## config.mk

```make
export PLATFORM = sky130hd
export DESIGN_NAME = miriscv_mem_arbiter
export DESIGN_NICKNAME = d
export VERILOG_FILES = /design/src/rtl/miriscv_arb_pkg.sv /design/src/rtl/miriscv_arb_slot.sv /design/src/rtl/miriscv_mem_arbiter.sv
export SDC_FILE = /design/constraint.sdc
export NUM_CORES = 1
export LEC_CHECK = 0
export CORE_MARGIN = 1
export CORE_UTILIZATION = 40
export DETAILED_ROUTE_END_ITERATION = 8
export HOLD_SLACK_MARGIN = 0.03
export PLACE_DENSITY = 0.82
export SLEW_MARGIN = 20
export SYNTH_ARGS = -nofsm -noshare
export SYNTH_HDL_FRONTEND = slang
export SYNTH_SLANG_ARGS = --single-unit
```

## constraint.sdc

```tcl
create_clock -name clk_i -period 1.8 [get_ports clk_i]
set_input_delay 0.27 -clock clk_i [delete_from_list [all_inputs] [get_ports clk_i]]
set_output_delay 0.27 -clock clk_i [all_outputs]
set_load 0.02 [all_outputs]
```

## src/rtl/miriscv_arb_pkg.sv

```systemverilog
// rtl/miriscv_arb_pkg.sv - shared types and widths for the miriscv memory arbiter
package miriscv_arb_pkg;

  localparam int ARB_ADDR_W = 32;
  localparam int ARB_DATA_W = 32;
  localparam int ARB_BE_W   = ARB_DATA_W / 8;

  typedef enum logic {
    ARB_INSTR = 1'b0,
    ARB_DATA  = 1'b1
  } owner_e;

  typedef enum logic [1:0] {
    ARB_IDLE = 2'd0,
    ARB_REQ  = 2'd1,
    ARB_RESP = 2'd2
  } state_e;

  typedef struct packed {
    logic                  we;
    logic [ARB_BE_W-1:0]   be;
    logic [ARB_ADDR_W-1:0] addr;
    logic [ARB_DATA_W-1:0] wdata;
  } arb_slot_t;

  localparam int ARB_SLOT_W = $bits(arb_slot_t);

endpackage

```

## src/rtl/miriscv_arb_slot.sv

```systemverilog
// rtl/miriscv_arb_slot.sv - one-entry request capture register with full flag
// A load in the same cycle as a clear refills the slot, so back-to-back requests are not lost.
module miriscv_arb_slot
  import miriscv_arb_pkg::*;
(
  input  logic                  clk_i,
  input  logic                  arstn_i,
  input  logic                  load_i,
  input  logic                  clear_i,
  input  logic [ARB_SLOT_W-1:0] data_i,
  output logic                  full_o,
  output logic [ARB_SLOT_W-1:0] data_o,
  output logic                  viol_o
);

  logic                  full_q, full_d;
  logic [ARB_SLOT_W-1:0] data_q, data_d;
  logic                  accept;

  assign accept = load_i && (!full_q || clear_i);
  assign viol_o = load_i && full_q && !clear_i;

  always_comb begin
    full_d = full_q;
    data_d = data_q;
    if (clear_i) full_d = 1'b0;
    if (accept) begin
      full_d = 1'b1;
      data_d = data_i;
    end
  end

  always_ff @(posedge clk_i or negedge arstn_i) begin
    if (!arstn_i) begin
      full_q <= 1'b0;
      data_q <= '0;
    end else begin
      full_q <= full_d;
      data_q <= data_d;
    end
  end

  assign full_o = full_q;
  assign data_o = data_q;

endmodule

```

## src/rtl/miriscv_mem_arbiter.sv

```systemverilog
// rtl/miriscv_mem_arbiter.sv - serialises miriscv instr/data requests onto one req/gnt/rvalid memory port
// Optional MIRISCV_ARB_RR_EN: round-robin between the two slots instead of data-first priority.
module miriscv_mem_arbiter
  import miriscv_arb_pkg::*;
#(
  parameter int ADDR_W = ARB_ADDR_W,
  parameter int DATA_W = ARB_DATA_W
) (
  input  logic                clk_i,
  input  logic                arstn_i,
  input  logic                instr_req_i,
  input  logic [ADDR_W-1:0]   instr_addr_i,
  output logic                instr_rvalid_o,
  output logic [DATA_W-1:0]   instr_rdata_o,
  input  logic                data_req_i,
  input  logic                data_we_i,
  input  logic [DATA_W/8-1:0] data_be_i,
  input  logic [ADDR_W-1:0]   data_addr_i,
  input  logic [DATA_W-1:0]   data_wdata_i,
  output logic                data_rvalid_o,
  output logic [DATA_W-1:0]   data_rdata_o,
  output logic                mem_req_o,
  input  logic                mem_gnt_i,
  output logic                mem_we_o,
  output logic [DATA_W/8-1:0] mem_be_o,
  output logic [ADDR_W-1:0]   mem_addr_o,
  output logic [DATA_W-1:0]   mem_wdata_o,
  input  logic                mem_rvalid_i,
  input  logic [DATA_W-1:0]   mem_rdata_i
);

  arb_slot_t instr_in, data_in, instr_slot, data_slot, sel_slot;
  logic      instr_full, data_full, instr_viol, data_viol;
  logic      launch, resp_fire;
  state_e    state_q;
  owner_e    owner_q, win, sel;

  always_comb begin
    instr_in       = '0;
    instr_in.be    = '1;
    instr_in.addr  = instr_addr_i;
    data_in.we     = data_we_i;
    data_in.be     = data_be_i;
    data_in.addr   = data_addr_i;
    data_in.wdata  = data_wdata_i;
  end

  miriscv_arb_slot u_instr_slot (
    .clk_i   (clk_i),
    .arstn_i (arstn_i),
    .load_i  (instr_req_i),
    .clear_i (resp_fire && (owner_q == ARB_INSTR)),
    .data_i  (instr_in),
    .full_o  (instr_full),
    .data_o  (instr_slot),
    .viol_o  (instr_viol)
  );

  miriscv_arb_slot u_data_slot (
    .clk_i   (clk_i),
    .arstn_i (arstn_i),
    .load_i  (data_req_i),
    .clear_i (resp_fire && (owner_q == ARB_DATA)),
    .data_i  (data_in),
    .full_o  (data_full),
    .data_o  (data_slot),
    .viol_o  (data_viol)
  );

  assign launch    = (state_q == ARB_IDLE) && (instr_full || data_full);
  assign resp_fire = (state_q == ARB_RESP) && mem_rvalid_i;

`ifdef MIRISCV_ARB_RR_EN
  owner_e last_q;

  always_comb begin
    if (instr_full && data_full) win = (last_q == ARB_DATA) ? ARB_INSTR : ARB_DATA;
    else                         win = data_full ? ARB_DATA : ARB_INSTR;
  end

  always_ff @(posedge clk_i or negedge arstn_i) begin
    if (!arstn_i)    last_q <= ARB_DATA;
    else if (launch) last_q <= win;
  end
`else
  assign win = data_full ? ARB_DATA : ARB_INSTR;
`endif

  // The slots stay stable while full, so the memory fields are read straight from them.
  assign sel      = (state_q == ARB_IDLE) ? win : owner_q;
  assign sel_slot = (sel == ARB_DATA) ? data_slot : instr_slot;

  assign mem_req_o   = launch || (state_q == ARB_REQ);
  assign mem_we_o    = sel_slot.we;
  assign mem_be_o    = sel_slot.be;
  assign mem_addr_o  = sel_slot.addr;
  assign mem_wdata_o = sel_slot.wdata;

  assign instr_rvalid_o = resp_fire && (owner_q == ARB_INSTR);
  assign data_rvalid_o  = resp_fire && (owner_q == ARB_DATA);
  assign instr_rdata_o  = mem_rdata_i;
  assign data_rdata_o   = mem_rdata_i;

  always_ff @(posedge clk_i or negedge arstn_i) begin
    if (!arstn_i) begin
      state_q <= ARB_IDLE;
      owner_q <= ARB_INSTR;
    end else begin
      case (state_q)
        ARB_IDLE: if (launch) begin
          owner_q <= win;
          state_q <= mem_gnt_i ? ARB_RESP : ARB_REQ;
        end
        ARB_REQ:  if (mem_gnt_i) state_q <= ARB_RESP;
        ARB_RESP: if (mem_rvalid_i) state_q <= ARB_IDLE;
        default:  state_q <= ARB_IDLE;
      endcase
    end
  end

  always @(posedge clk_i) begin
    if (arstn_i) begin
      assert (!instr_viol) else $warning("instr request dropped: slot still occupied");
      assert (!data_viol) else $warning("data request dropped: slot still occupied");
    end
  end

endmodule

```

==> run_results.csv, run 1 <==
group,metric,value,unit
sta,tightest_slew,0.387,ns
worst_setup_path,worstPathRequired,1.53,ns
run_status,violations,"setup timing",
placement,io_buffers,178,
sta,period_share,125,%
sta,fmaxAchievable,443,MHz
grt,grt_max_degree,43,
pwr,p_per_area,1550,nW/um^2
cts,cts_sinks,107,
worst_setup_path,r2r_start,"state_q[0]",
sta,fin_crit,2.25,ns
run_status,status,"finished with violations",
synthesis,yosys_warnings,0,
floorplan,die_area,13400,um^2
cells_and_area,final_area,7990,um^2
synthesis,syn-cell-area,5160,um^2
grt,grt_pass1_vias,3786,
min_path,hold_path.class,"in -> async",
worst_setup_path,r2r_cells,7,
grt,grt_overflow,0,
placement,hpwl,9.15,mm
sta,fin_skew,0.00469,ns
sta,hold_viol,0,
drt,routed_wl,15.7,mm
placement,gp_congestion,0.748,
synthesis,syn_avg_cell_area,13.7,um^2
cells_and_area,drive_gt1_share,52.0,%
cts,cts_tree,"done",
grt,antenna_found_initial,0,
worst_setup_path,critPathKind,"reg -> out",
sta,setup-violations-final,163,
placement,place_area,6760,um^2
floorplan,die_w,116,um
synthesis,synthCells,376,
floorplan,std_cell_rows,41,
drt,drc,0,
sta,setup_ws,-0.455,ns
grt,grt_pass1_wl,21.6,mm
cells_and_area,syn2layout_area_growth,54.9,%
sta,maxSlewHeadroom,74.2,%
cells_and_area,nNetsFinal,669,
worst_setup_path,cp.arrival,1.98,ns
drt,avgRoutedWirePerCell,22.2,um
cells_and_area,fin_cells,707,
cts,cts_buffers,9,
floorplan,fp.dieH,116,um
worst_setup_path,reg2reg_slack,-0.11,ns
cells_and_area,final_core_util,63.3,%
floorplan,start_util,40.9,%
grt,grt.total_usage,22.3,%
drt,antenna_left,0,
drt,first_pass_iters,4,
cts,cts_buffer_depth,2,
worst_setup_path,timing.rr.end,"u_data_slot.data_o[45]",
drt,viasPerCell,4.93,
worst_setup_path,start_kind,"register",
sta,slew_viol_final,0,
cts,cts-root-buf,"clkbuf_16",
pwr,leakagePower,3.74,nW
cts,ctsHtreeMaxLevel,3,
drt,dr.first_iter.drc_count,128,
synthesis,yosysUniqueCellTypes,22,
worst_setup_path,cp-end-kind,"primary output",
synthesis,synth_fp_nets,515,
sta,rsz0062_at_grt,"yes",
pwr,peakVddDrop,1.05,mV
cells_and_area,n_antenna_cell,0,
cts,clk_latency,0.35,ns
floorplan,ios,275,
worst_setup_path,crit_fanout,10,
synthesis,ys_ff_latch,107,
drt,dr_total_vias,3487,
placement,dpl.cell_count,659,
floorplan,core_area,12600,um^2
cts,path_clk_slew,0.07,ns
synthesis,seq_area_frac_synth,51.9,%
flow_run,maxCapViolations,0,
==> state kept, by name, summed over array words and instances, names as in the netlist <==
register,cells
state_q,2
u_data_slot.full_o,1
u_instr_slot.full_o,1
owner_q,1
u_instr_slot.data_o,33
u_data_slot.data_o,69
==> critical path, cell delays in order, from the launching register on <==
cell and delay, ns:
dfrtp_1 0.41, nor2_4 0.15, mux2i_4 0.27, buf_12 0.16, buf_16 0.14, mux2_2 0.34
buf_2 0.16
==> logic make-up after synthesis <==
kind of cell | synth area share [%]
compound gates | 1.07
simple gates | 5.02
mux | 30.2
buf+inv | 11.8
flops | 51.9
==> synthesized netlist by cell type (all sizes together) <==
master  number  area share [%]
a21o         2            0.29
mux2i        1            0.27
and4bb       1            0.24
nor2         2            0.15
dfrtp      107              52
a21boi       1            0.22
clkbuf       3            0.22
nand4b       1            0.17
inv          3            0.22
mux2       137              30
nor3         2            0.19
o21ai        2            0.41
buf         78              11
o21bai       1            0.15
nor2b       33             4.0
nor3b        1            0.15
nand2b       1            0.12
==> per-layer routing <==
layer / global-route usage [%] / share of wire [%] / vias to the layer above
li1: - / - / 1524
met3: 6.69 / 6.5 / 25
met1: 25.7 / 39 / 1767
met5: 0 / 0 / -
met4: 6.84 / 2.7 / 0
met2: 39.7 / 52 / 171
==> through the flow <==
stage                     setup slack [ns]  total power [mW]  setup TNS [ns]  hold slack (ns)
final                               -0.455              12.4          -32.77            0.388
after global routing                -0.548              13.0          -44.69            0.418
after CTS                           -0.502              11.8          -34.89            0.375
after detailed placement            -0.532              9.44          -51.31            0.216
after global placement              -0.517              9.30          -45.60            0.209
after floorplan                     0.0132              7.13               0          -0.0256
==> placed cells by master, fill, tap and decap left out, drive strengths merged <==
master and n:
mux2i 1, o21ai 2, nand2b 1, mux2 137
dfrtp 107, clkinv 1, bufinv 1, nor3b 1
dlygate4sd3 1, a21o 2, o21bai 1, nor3 2
and4bb 1, buf 113, nand4b 1, nor2b 33
clkbuf 18, inv 4, clkdlybuf4s50 105, a21boi 1
nor2 2
==> final cells by class <==
type,count,area [um^2]
Clock inverter,3,43.8
Timing Repair Buffer,224,2430
Sequential cell,107,2680
Tap cell,172,215
Multi-Input combinational cell,185,2340
Fill cell,974,4630
Inverter,3,11.3
Clock buffer,13,270
==> repair_timing <==
item	4_1_cts	5_1_grt
cloned	11	6
setup endpoints to repair	139	173
gates resized for setup	414	93
hold endpoints to repair	25	0
hold buffers	1	0
pin swaps	2	3
buffers inserted	14	6
==> power by group <==
| group | switching (mW) | total, mW | leakage [nW] | internal, mW |
|---|---|---|---|---|
| clock network | 0.870 | 2.07 | 0.156 | 1.20 |
| registers | 0.664 | 4.16 | 1.28 | 3.50 |
| logic | 2.58 | 6.19 | 2.31 | 3.61 |
| total | 4.12 | 12.4 | 3.74 | 8.30 |
==> worst max path at each step <==
stage,start,to,slack [ns],cells past startpoint
5_1_grt,state_q[1],mem_addr_o[2],-0.55,6
3_5_place_dp,state_q[0],mem_addr_o[26],-0.53,5
6_report,state_q[1],mem_addr_o[7],-0.45,6
4_1_cts,state_q[1],mem_addr_o[3],-0.50,6
3_3_place_gp,state_q[0],mem_addr_o[26],-0.52,5
2_1_floorplan,state_q[0],mem_addr_o[0],0.01,4
(Power assumes the default switching activity.)
==> run 2, diff against run 1 <==
- CORE_UTILIZATION: 40 -> 43
- PLACE_DENSITY: 0.82 -> 0.87
- clock period: 1.8 -> 2.6 ns (I/O delays scaled with it)
==> run_results.csv, run 2 (synthesized netlist as in run 1, its figures left out) <==
group,metric,value,unit
sta,period_share,97.1,%
worst_setup_path,cp-end-kind,"primary output",
pwr,p_sw_share,34.5,%
grt,grt_overflow,0,
placement,place_area,6660,um^2
cells_and_area,n_antenna_cell,0,
pwr,power.share.clock,17.5,%
worst_setup_path,critPathBufInv,2,
sta,hold_viol,0,
drt,dr.first_iter.drc_count,138,
floorplan,ios,275,
cells_and_area,final_common_cell,"clkdlybuf4s50_1",
worst_setup_path,cp.arrival,2.13,ns
grt,grt_max_degree,59,
sta,fmaxAchievable,396,MHz
pwr,peakVddDrop,0.631,mV
min_path,hold_path.class,"in -> async",
placement,gp_congestion,0.760,
cells_and_area,nNetsFinal,636,
grt,grt_pass1_vias,3715,
placement,hpwl,8.79,mm
cells_and_area,syn2layout_area_growth,33.1,%
cts,cts_buffer_depth,2,
worst_setup_path,critPathKind,"reg -> out",
sta,fin_setup_tns,0,ns
cts,cts.hold.buffers_added,0,
worst_setup_path,r2r_start,"state_q[0]",
worst_setup_path,max_stage_delay,0.41,ns
cts,cts_tree,"done",
run_status,status,"finished with violations",
grt,grt.total_usage,20.7,%
worst_setup_path,worstPathRequired,2.21,ns
cells_and_area,fillers,930,
sta,tightest_slew,0.752,ns
sta,setup_ws,0.0757,ns
cts,path_clk_slew,0.07,ns
cells_and_area,final_core_util,59.4,%
floorplan,die_w,112,um
placement,io_buffers,178,
floorplan,die_area,12400,um^2
cells_and_area,regArea,2680,um^2
floorplan,std_cell_rows,39,
sta,setup-violations-final,0,
drt,antenna_left,0,
sta,slew_viol_final,0,
cells_and_area,largest_reg_flops,69,
cts,clk_latency,0.35,ns
pwr,leakagePower,2.96,nW
worst_setup_path,cpLargestDelayFamily,"multiplexers",
worst_setup_path,crit_path_top_delay_cell,"dfrtp_1",
worst_setup_path,crit_fanout,34,
sta,fin_skew,0.00615,ns
floorplan,fp.dieH,112,um
pwr,intPower,4.86,mW
cells_and_area,final_cell_mix,"clkdlybuf4s50_1 (131), mux2_2 (124), dfrtp_1 (107)",
drt,avgRoutedWirePerCell,19.1,um
placement,pre_cts_ws,0.0801,ns
sta,hold-worst-slack,0.0919,ns
pwr,seq_power_share,37.6,%
drt,routed_wl,12.3,mm
cts,cts_buffers,9,
worst_setup_path,start_kind,"register",
cells_and_area,final_area,6870,um^2
drt,dr_total_vias,3202,
drt,first_pass_iters,6,
worst_setup_path,crit_chain,"nor2_4 > mux2i_4 > buf_12 > mux2_2 > dlygate4sd2_1",
cts,cts_sinks,107,
sta,maxSlewHeadroom,49.8,%
cts,cts-root-buf,"clkbuf_16",
pwr,p_per_area,1080,nW/um^2
pwr,p_comb_share,44.9,%
drt,drc,20,
sta,fin_crit,2.52,ns
cells_and_area,multi_input_area,1890,um^2
sta,rsz0062_at_grt,"no",
cts,ctsHtreeMaxLevel,3,
cells_and_area,drive_gt1_share,36.9,%
floorplan,start_util,44.6,%
pwr,net-switching-power,2.57,mW
run_status,violations,"DRC",
drt,viasPerCell,4.96,
worst_setup_path,crit_path_start,"state_q[1]",
grt,grt_pass1_wl,19.8,mm
floorplan,core_area,11600,um^2
grt,antenna_found_initial,0,
flow_run,maxCapViolations,0,
## run 2: changes by cell type in the layout (fill, tap and decap cells not counted), sizes merged, moves of 3 or more
cell | before | now
buf | 113 | 40
clkbuf | 18 | 10
clkdlybuf4s50 | 105 | 131
clkinv | 1 | 4
dlygate4sd2 | 0 | 20
## run 2: layout make-up
cell class                      count  share of cell area (%)
Inverter                            3                   0.164
Clock inverter                      6                   0.583
Multi-Input combinational cell    185                    27.6
Clock buffer                       10                    3.48
Tap cell                          143                    2.61
Timing Repair Buffer              191                    26.6
Sequential cell                   107                    39.0
## run 2: worst paths after layout
kind | to | slack [ns] | cells past startpoint
max in group asynchronous | u_data_slot.data_o[49] | 1.77 | 2
max | mem_be_o[3] | 0.08 | 5
min reg2reg | u_data_slot.data_o[27] | 0.48 | 1
min in group clk_i | u_data_slot.data_o[27] | 0.48 | 1
max reg2reg | u_data_slot.data_o[65] | 0.70 | 5
min | u_data_slot.data_o[21] | 0.09 | 1
## run 2: routing by layer
layer  up-vias  global-route usage, %  share of wire, %
met2       156                   38.4                54
met4         0                   7.48               1.9
met3        19                   6.37               7.2
met5         -                      0                 0
li1       1453                      -                 -
met1      1574                   21.9                37
## run 2: per-stage QoR
stage / total power, mW / instances
2_1_floorplan: 4.93 / 376
3_3_place_gp: 6.39 / 623
3_5_place_dp: 6.48 / 623
4_1_cts: 7.54 / 645
5_1_grt: 7.84 / 645
6_report: 7.43 / 645
## run 2: power by group through the flow
stage / Sequential (mW) / Clock [mW] / Combinational, mW
after floorplan: 2.67 / 0 / 2.26
after global placement: 2.78 / 0 / 3.60
after detailed placement: 2.82 / 0 / 3.66
after CTS: 2.80 / 1.34 / 3.40
after global routing: 2.90 / 1.40 / 3.55
final: 2.80 / 1.30 / 3.33
## run 2: repair_timing
action | in CTS | in global routing
hold endpoints to repair | 0 | 0
pin swaps | 0 | 1
setup buffers | 5 | 0
endpoints found under the setup margin | 69 | 12
gates cloned | 1 | 0
resized for setup | 125 | 4
==> run 3, diff against run 2 <==
- HOLD_SLACK_MARGIN: 0.03 -> 0.02
==> results of run 3 <==
Same layout as run 2: the final DEF is identical, and so are final timing and power.
